File: config.mk
export PLATFORM = sky130hd
export DESIGN_NAME = ir_sensor_emu
export DESIGN_NICKNAME = d
export VERILOG_FILES = /design/src/rtl/ir_emu_pkg.sv /design/src/rtl/ir_chan_resp.sv /design/src/rtl/ir_sensor_emu.sv
export SDC_FILE = /design/constraint.sdc
export NUM_CORES = 1
export LEC_CHECK = 0
export BUFFER_PORTS_ARGS = -buffer_cell sky130_fd_sc_hd__buf_2
export CAP_MARGIN = 20
export CORE_UTILIZATION = 40
export CTS_CLUSTER_DIAMETER = 50
export DETAILED_ROUTE_END_ITERATION = 6
export PLACE_DENSITY_LB_ADDON = 0.05
export SLEW_MARGIN = 20
export SYNTH_ARGS = -nofsm -noshare
export SYNTH_HDL_FRONTEND = slang
export SYNTH_SLANG_ARGS = --single-unit
File: constraint.sdc
create_clock -name clk -period 4.2 [get_ports clk]
set_input_delay 1.26 -clock clk [delete_from_list [all_inputs] [get_ports clk]]
set_output_delay 1.26 -clock clk [all_outputs]
set_load 0.02 [all_outputs]
File: src/rtl/ir_emu_pkg.sv
// Shared types and constants for the reflective IR sensor emulator.
// Channel state encoding, crossing counter width and noise LFSR setup.
package ir_emu_pkg;

    typedef enum logic [1:0] {
        OFF,
        RISE,
        ON,
        FALL
    } ir_chan_state_t;

    localparam logic [3:0]  GAP_MAX   = 4'hF;
    localparam int          CROSS_W   = 16;
    localparam logic [15:0] LFSR_SEED = 16'hACE1;
    // Right-shifting Galois form of x^16 + x^14 + x^13 + x^11 + 1
    localparam logic [15:0] LFSR_TAPS = 16'hB400;

endpackage

File: src/rtl/ir_chan_resp.sv
// One phototransistor channel: rise/fall delay FSM with a registered
// active-low output.
module ir_chan_resp
    import ir_emu_pkg::*;
#(
    parameter int RISE_DLY = 64,
    parameter int FALL_DLY = 32,
    parameter int CNT_W    = 8
) (
    input  logic clk,
    input  logic rst,
    input  logic stim,
    output logic IR_n,
    output logic is_off
);

    localparam logic [CNT_W-1:0] RISE_END = CNT_W'(RISE_DLY - 1);
    localparam logic [CNT_W-1:0] FALL_END = CNT_W'(FALL_DLY - 1);

    ir_chan_state_t   state_q, state_d;
    logic [CNT_W-1:0] cnt_q, cnt_d;
    logic             ir_n_q;

    always_comb begin
        state_d = state_q;
        cnt_d   = cnt_q;
        case (state_q)
            OFF: begin
                if (stim) begin
                    state_d = RISE;
                    cnt_d   = '0;
                end
            end
            RISE: begin
                if (!stim)                 state_d = OFF;
                else if (cnt_q == RISE_END) state_d = ON;
                else                       cnt_d   = cnt_q + 1'b1;
            end
            ON: begin
                if (!stim) begin
                    state_d = FALL;
                    cnt_d   = '0;
                end
            end
            FALL: begin
                // Re-illumination cancels the fall outright
                if (stim)                  state_d = ON;
                else if (cnt_q == FALL_END) state_d = OFF;
                else                       cnt_d   = cnt_q + 1'b1;
            end
            default: state_d = OFF;
        endcase
    end

    always_ff @(posedge clk) begin
        if (rst) begin
            state_q <= OFF;
            cnt_q   <= '0;
            ir_n_q  <= 1'b1;
        end else begin
            state_q <= state_d;
            cnt_q   <= cnt_d;
            ir_n_q  <= !(state_d == ON || state_d == FALL);
        end
    end

    assign IR_n   = ir_n_q;
    assign is_off = (state_q == OFF);

endmodule

File: src/rtl/ir_sensor_emu.sv
// Emulator of the three reflective IR sensors: envelope detector, crossing
// scheduler, three channel responders. IR_EMU_NOISE_EN adds LFSR glitches.
module ir_sensor_emu
    import ir_emu_pkg::*;
#(
    parameter int ENV_HOLD = 8,
    parameter int RISE_DLY = 64,
    parameter int FALL_DLY = 32,
    parameter int CNT_W    = 8
) (
    input  logic               clk,
    input  logic               rst,
    input  logic               IR_en,
    input  logic               lft_line,
    input  logic               rght_line,
    input  logic               cross_req,
    input  logic [CROSS_W-1:0] cross_len,
    output logic               cross_busy,
    output logic               cross_done,
    output logic               lftIR_n,
    output logic               cntrIR_n,
    output logic               rghtIR_n,
    output logic               emit_act
);

    logic [3:0]         gap_q, gap_d;
    logic [CROSS_W-1:0] xcnt_q, xcnt_d;
    logic               done_q, done_d;
    logic               accept;
    logic [2:0]         stim, raw_n, chan_off, frc;

    assign emit_act   = (gap_q < 4'(ENV_HOLD));
    assign cross_busy = (xcnt_q != '0);
    assign cross_done = done_q;
    assign accept     = cross_req & ~cross_busy & (cross_len != '0);

    always_comb begin
        gap_d = gap_q;
        if (IR_en)                gap_d = '0;
        else if (gap_q != GAP_MAX) gap_d = gap_q + 1'b1;

        xcnt_d = xcnt_q;
        if (cross_busy)  xcnt_d = xcnt_q - 1'b1;
        else if (accept) xcnt_d = cross_len;

        done_d = (xcnt_q == CROSS_W'(1));
    end

    always_ff @(posedge clk) begin
        if (rst) begin
            gap_q  <= GAP_MAX;
            xcnt_q <= '0;
            done_q <= 1'b0;
        end else begin
            gap_q  <= gap_d;
            xcnt_q <= xcnt_d;
            done_q <= done_d;
        end
    end

    // Bit 0 left, bit 1 center, bit 2 right
    assign stim = {3{emit_act}} & {rght_line, cross_busy, lft_line};

    ir_chan_resp #(
        .RISE_DLY(RISE_DLY), .FALL_DLY(FALL_DLY), .CNT_W(CNT_W)
    ) u_lft (
        .clk(clk), .rst(rst), .stim(stim[0]),
        .IR_n(raw_n[0]), .is_off(chan_off[0])
    );

    ir_chan_resp #(
        .RISE_DLY(RISE_DLY), .FALL_DLY(FALL_DLY), .CNT_W(CNT_W)
    ) u_cntr (
        .clk(clk), .rst(rst), .stim(stim[1]),
        .IR_n(raw_n[1]), .is_off(chan_off[1])
    );

    ir_chan_resp #(
        .RISE_DLY(RISE_DLY), .FALL_DLY(FALL_DLY), .CNT_W(CNT_W)
    ) u_rght (
        .clk(clk), .rst(rst), .stim(stim[2]),
        .IR_n(raw_n[2]), .is_off(chan_off[2])
    );

`ifdef IR_EMU_NOISE_EN
    logic [15:0] lfsr_q, lfsr_d;
    logic [1:0]  rr_q, rr_d;
    logic        hit;

    assign hit = (lfsr_q[5:0] == 6'd0);

    always_comb begin
        lfsr_d = {1'b0, lfsr_q[15:1]} ^ (lfsr_q[0] ? LFSR_TAPS : 16'h0);
        rr_d   = rr_q;
        if (hit) rr_d = (rr_q == 2'd2) ? 2'd0 : rr_q + 1'b1;
        frc = '0;
        if (hit) frc[rr_q] = chan_off[rr_q];
    end

    always_ff @(posedge clk) begin
        if (rst) begin
            lfsr_q <= LFSR_SEED;
            rr_q   <= 2'd0;
        end else begin
            lfsr_q <= lfsr_d;
            rr_q   <= rr_d;
        end
    end
`else
    assign frc = '0;
`endif

    assign lftIR_n  = raw_n[0] & ~frc[0];
    assign cntrIR_n = raw_n[1] & ~frc[1];
    assign rghtIR_n = raw_n[2] & ~frc[2];

endmodule
==> run summary <==
Fin Setup TNS: 0 ps
Syn_nets: 338
First-pass GRT wire length: 9639 um
Synth unique cells: 48
Height of the die: 83.99 um
DR vias: 2,217
Initial Util: 0.4187
Root buffer cell: clkbuf_8
Fin. max-slew vios: 0
Dpl ws: 1123 ps
Crit Reg-Reg Endpoint: u_cntr.cnt_q[3]
RSZ-0062 raised after global routing: no
Fin worst setup slack: 790.0 ps
Vias in the first global route: 2,052
Violated checks: design-rule violations
Largest stage delay, worst path: 440 ps
Peak VDD IR: 273.1 uV
Reg clk slew, reported paths: 90 ps
Max stage delay cell, worst path: and4_1
R2R Setup Slk: 2020 ps
Final Hold Fails: 0
Gr ovfl total: 0
Most instantiated cells after synthesis: dfxtp_1 (54), a21oi_1 (27), nor2_1 (27)
I/O Buffers: 27
Fill cells: 639
CTS tree: yes
Max Freq: 293.3 MHz
Critical path class: flip-flop to output pin
Crit path launch: xcnt_q[1]
H-tree levels: 2
Total Nets Final: 363
Hold Crit Depth: 2
Cell Count, Final, Fillers Out: 412
Setup crit start kind: flip-flop
Share of the synthesized area in the top cell type: 0.4020
Worst EP arrival: 2150 ps
IO Pins: 28
Antenna Cells: 0
FF-to-FF path depth: 7
WL per Instance: 13.53 um
Measured slew at the worst slew-check pin: 668.6 ps
Most common flop cell mapped by yosys: dfxtp_1
Number of max-cap violations: 0
Count leader, synth: dfxtp_1
Crit path cell chain: inv_1, ha_1, nor3b_4, and4_1, inv_1, buf_2
Rel. slew slack: 0.5484
Initial antenna violation count: 0
Clock sinks: 54
PnR Total Power: 1.583 mW
Die width: 83.99 um
Top cells by area, synth: dfxtp_1 (40%), a21oi_1 (5.0%), xnor2_1 (4.2%)
# setup viols final: 0
CP most frequent cell: inv_1
Fin Clk Skew: 3.164 ps
Drt drc: 2
Share of synthesized registers carrying an async set or reset: 0
Clock latency at the later pin of the worst-skew pair: 300 ps
Reg-to-reg startpoint: xcnt_q[1]
Layout cells sized above 1: 0.1433
Synthesis-stage register bit count: 54
Cells after Synth: 310
Avg Cell Area, Syn: 8.674 um2
Post-Route WL: 5573 um
Starting DRT DRC Count: 86
Synth area leader: dfxtp_1
CP endpoint kind: output pin
Total core area: 0.006422 mm2
Post-route ant nets: 0
Drt first pass iters: 6
Largest net degree at the start of global routing: 31
# hold bufs at CTS: 0
# placed instances: 405
Share of the yosys chip area belonging to registers: 0.4020
DIE AREA: 0.007054 mm2
Status: finished, violations left
Pwr/cell area: 535.1 mW/mm2
P_leak: 1.044 nW
Placer Congestion: 0.8760
Post_cts resized: 0
Hpwl dp: 4109 um
Worst-path maximum fanout: 11
Worst path required time: 2940 ps
Overall routing resource usage: 0.1683
Fin crit share: 0.8119
Vias per cell: 5.381
Postcts setup bufs: 0
Number of synthesized flops with an enable pin: 0
Minimum clock period: 3410 ps
Post-Syn Area: 0.002689 mm2
Row cnt: 29
CTS Buffer Depth: 2
Worst hold endpoint: u_lft.cnt_q[1]
Num CTS Buffers: 5
P&R area growth vs syn: 10.00%
Final hold slack: 497.7 ps
Hold_sp: u_lft.cnt_q[1]
Worst hold path class: flip-flop to flip-flop
YS warnings: 0
worst max path at each step:
stage,endpoint,slack [ps],cells past startpoint
6_report,cross_busy,790,6
2_1_floorplan,cross_busy,1370,7
4_1_cts,cross_busy,730,6
5_1_grt,cross_busy,570,6
3_3_place_gp,cross_busy,1160,6
3_5_place_dp,cross_busy,1120,6
placed cells by master, fill, tap and decap left out, types with 5 or more instances in the layout:
cell type,count
a211oi_1,11
a21oi_1,27
buf_2,27
clkbuf_8,5
dfxtp_1,54
ha_1,6
inv_1,18
nand2_1,18
nand3_1,17
nor2_1,27
nor3_1,11
o2111ai_1,5
o21ai_0,20
or3_1,8
xnor2_1,13
xor2_1,9
layer usage:
layer  GRT usage  vias to the layer above  part of all wire
met5           0                        -                 0
met3     0.04154                        5             0.030
met2      0.2556                       33              0.42
li1            -                     1172                 -
met4     0.05016                        0            0.0086
met1      0.2344                     1007              0.54
cell families (layout without fill, tap and decap cells):
group | after synthesis | in the layout | share of synthesized area
AOI/OAI and AO/OA | 84 | 84 | 0.2085
xor gates and xnor gates | 22 | 22 | 0.07166
adders and majority gates | 6 | 6 | 0.02792
buffers and inverters | 27 | 52 | 0.04095
DFF | 54 | 54 | 0.4020
muxes | 3 | 3 | 0.01303
and+or+nand+nor | 114 | 114 | 0.2359
registers in the layout, summed over array words and instances, names as in the netlist:
| signal | count |
|---|---|
| u_rght.state_q | 2 |
| u_rght.IR_n | 1 |
| u_lft.IR_n | 1 |
| u_lft.cnt_q | 8 |
| xcnt_q | 16 |
| u_cntr.state_q | 2 |
| u_cntr.cnt_q | 8 |
| u_lft.state_q | 2 |
| cross_done | 1 |
| u_cntr.IR_n | 1 |
| u_rght.cnt_q | 8 |
| gap_q | 4 |
power by group:
| group | total [mW] | internal (mW) | leakage (nW) | switching (mW) |
|---|---|---|---|---|
| combinational | 0.610 | 0.254 | 0.567 | 0.355 |
| sequential | 0.694 | 0.593 | 0.440 | 0.101 |
| clock | 0.280 | 0.115 | 0.0373 | 0.165 |
per-stage QoR:
stage / instance area [um2] / utilization
floorplan: 2689 / -
global placement: 2878 / 0.4481
detailed placement: 2878 / 0.4481
CTS: 2958 / 0.4605
global route: 2958 / 0.4605
finish: 2958 / 0.4605
critical path, delay by kind of cell, from the launching register on:
| kind | cells | cell delay (ps) |
|---|---|---|
| adder cells (fa/ha/maj) | 1 | 200 |
| buffers and inverters | 3 | 540 |
| flip-flops | 1 | 330 |
| AND/OR/NAND/NOR | 2 | 770 |
layout make-up:
class / count / area, um2 / share of cell area
clock inverter: 1 / 7.507 / 0.002538
clock buffer: 6 / 72.57 / 0.02453
tap: 77 / 96.34 / 0.03257
timing repair buffer: 27 / 135.1 / 0.04569
inverter: 18 / 67.56 / 0.02284
multi-input combinational: 229 / 1498 / 0.5063
sequential: 54 / 1081 / 0.3655
(Power assumes the default switching activity.)
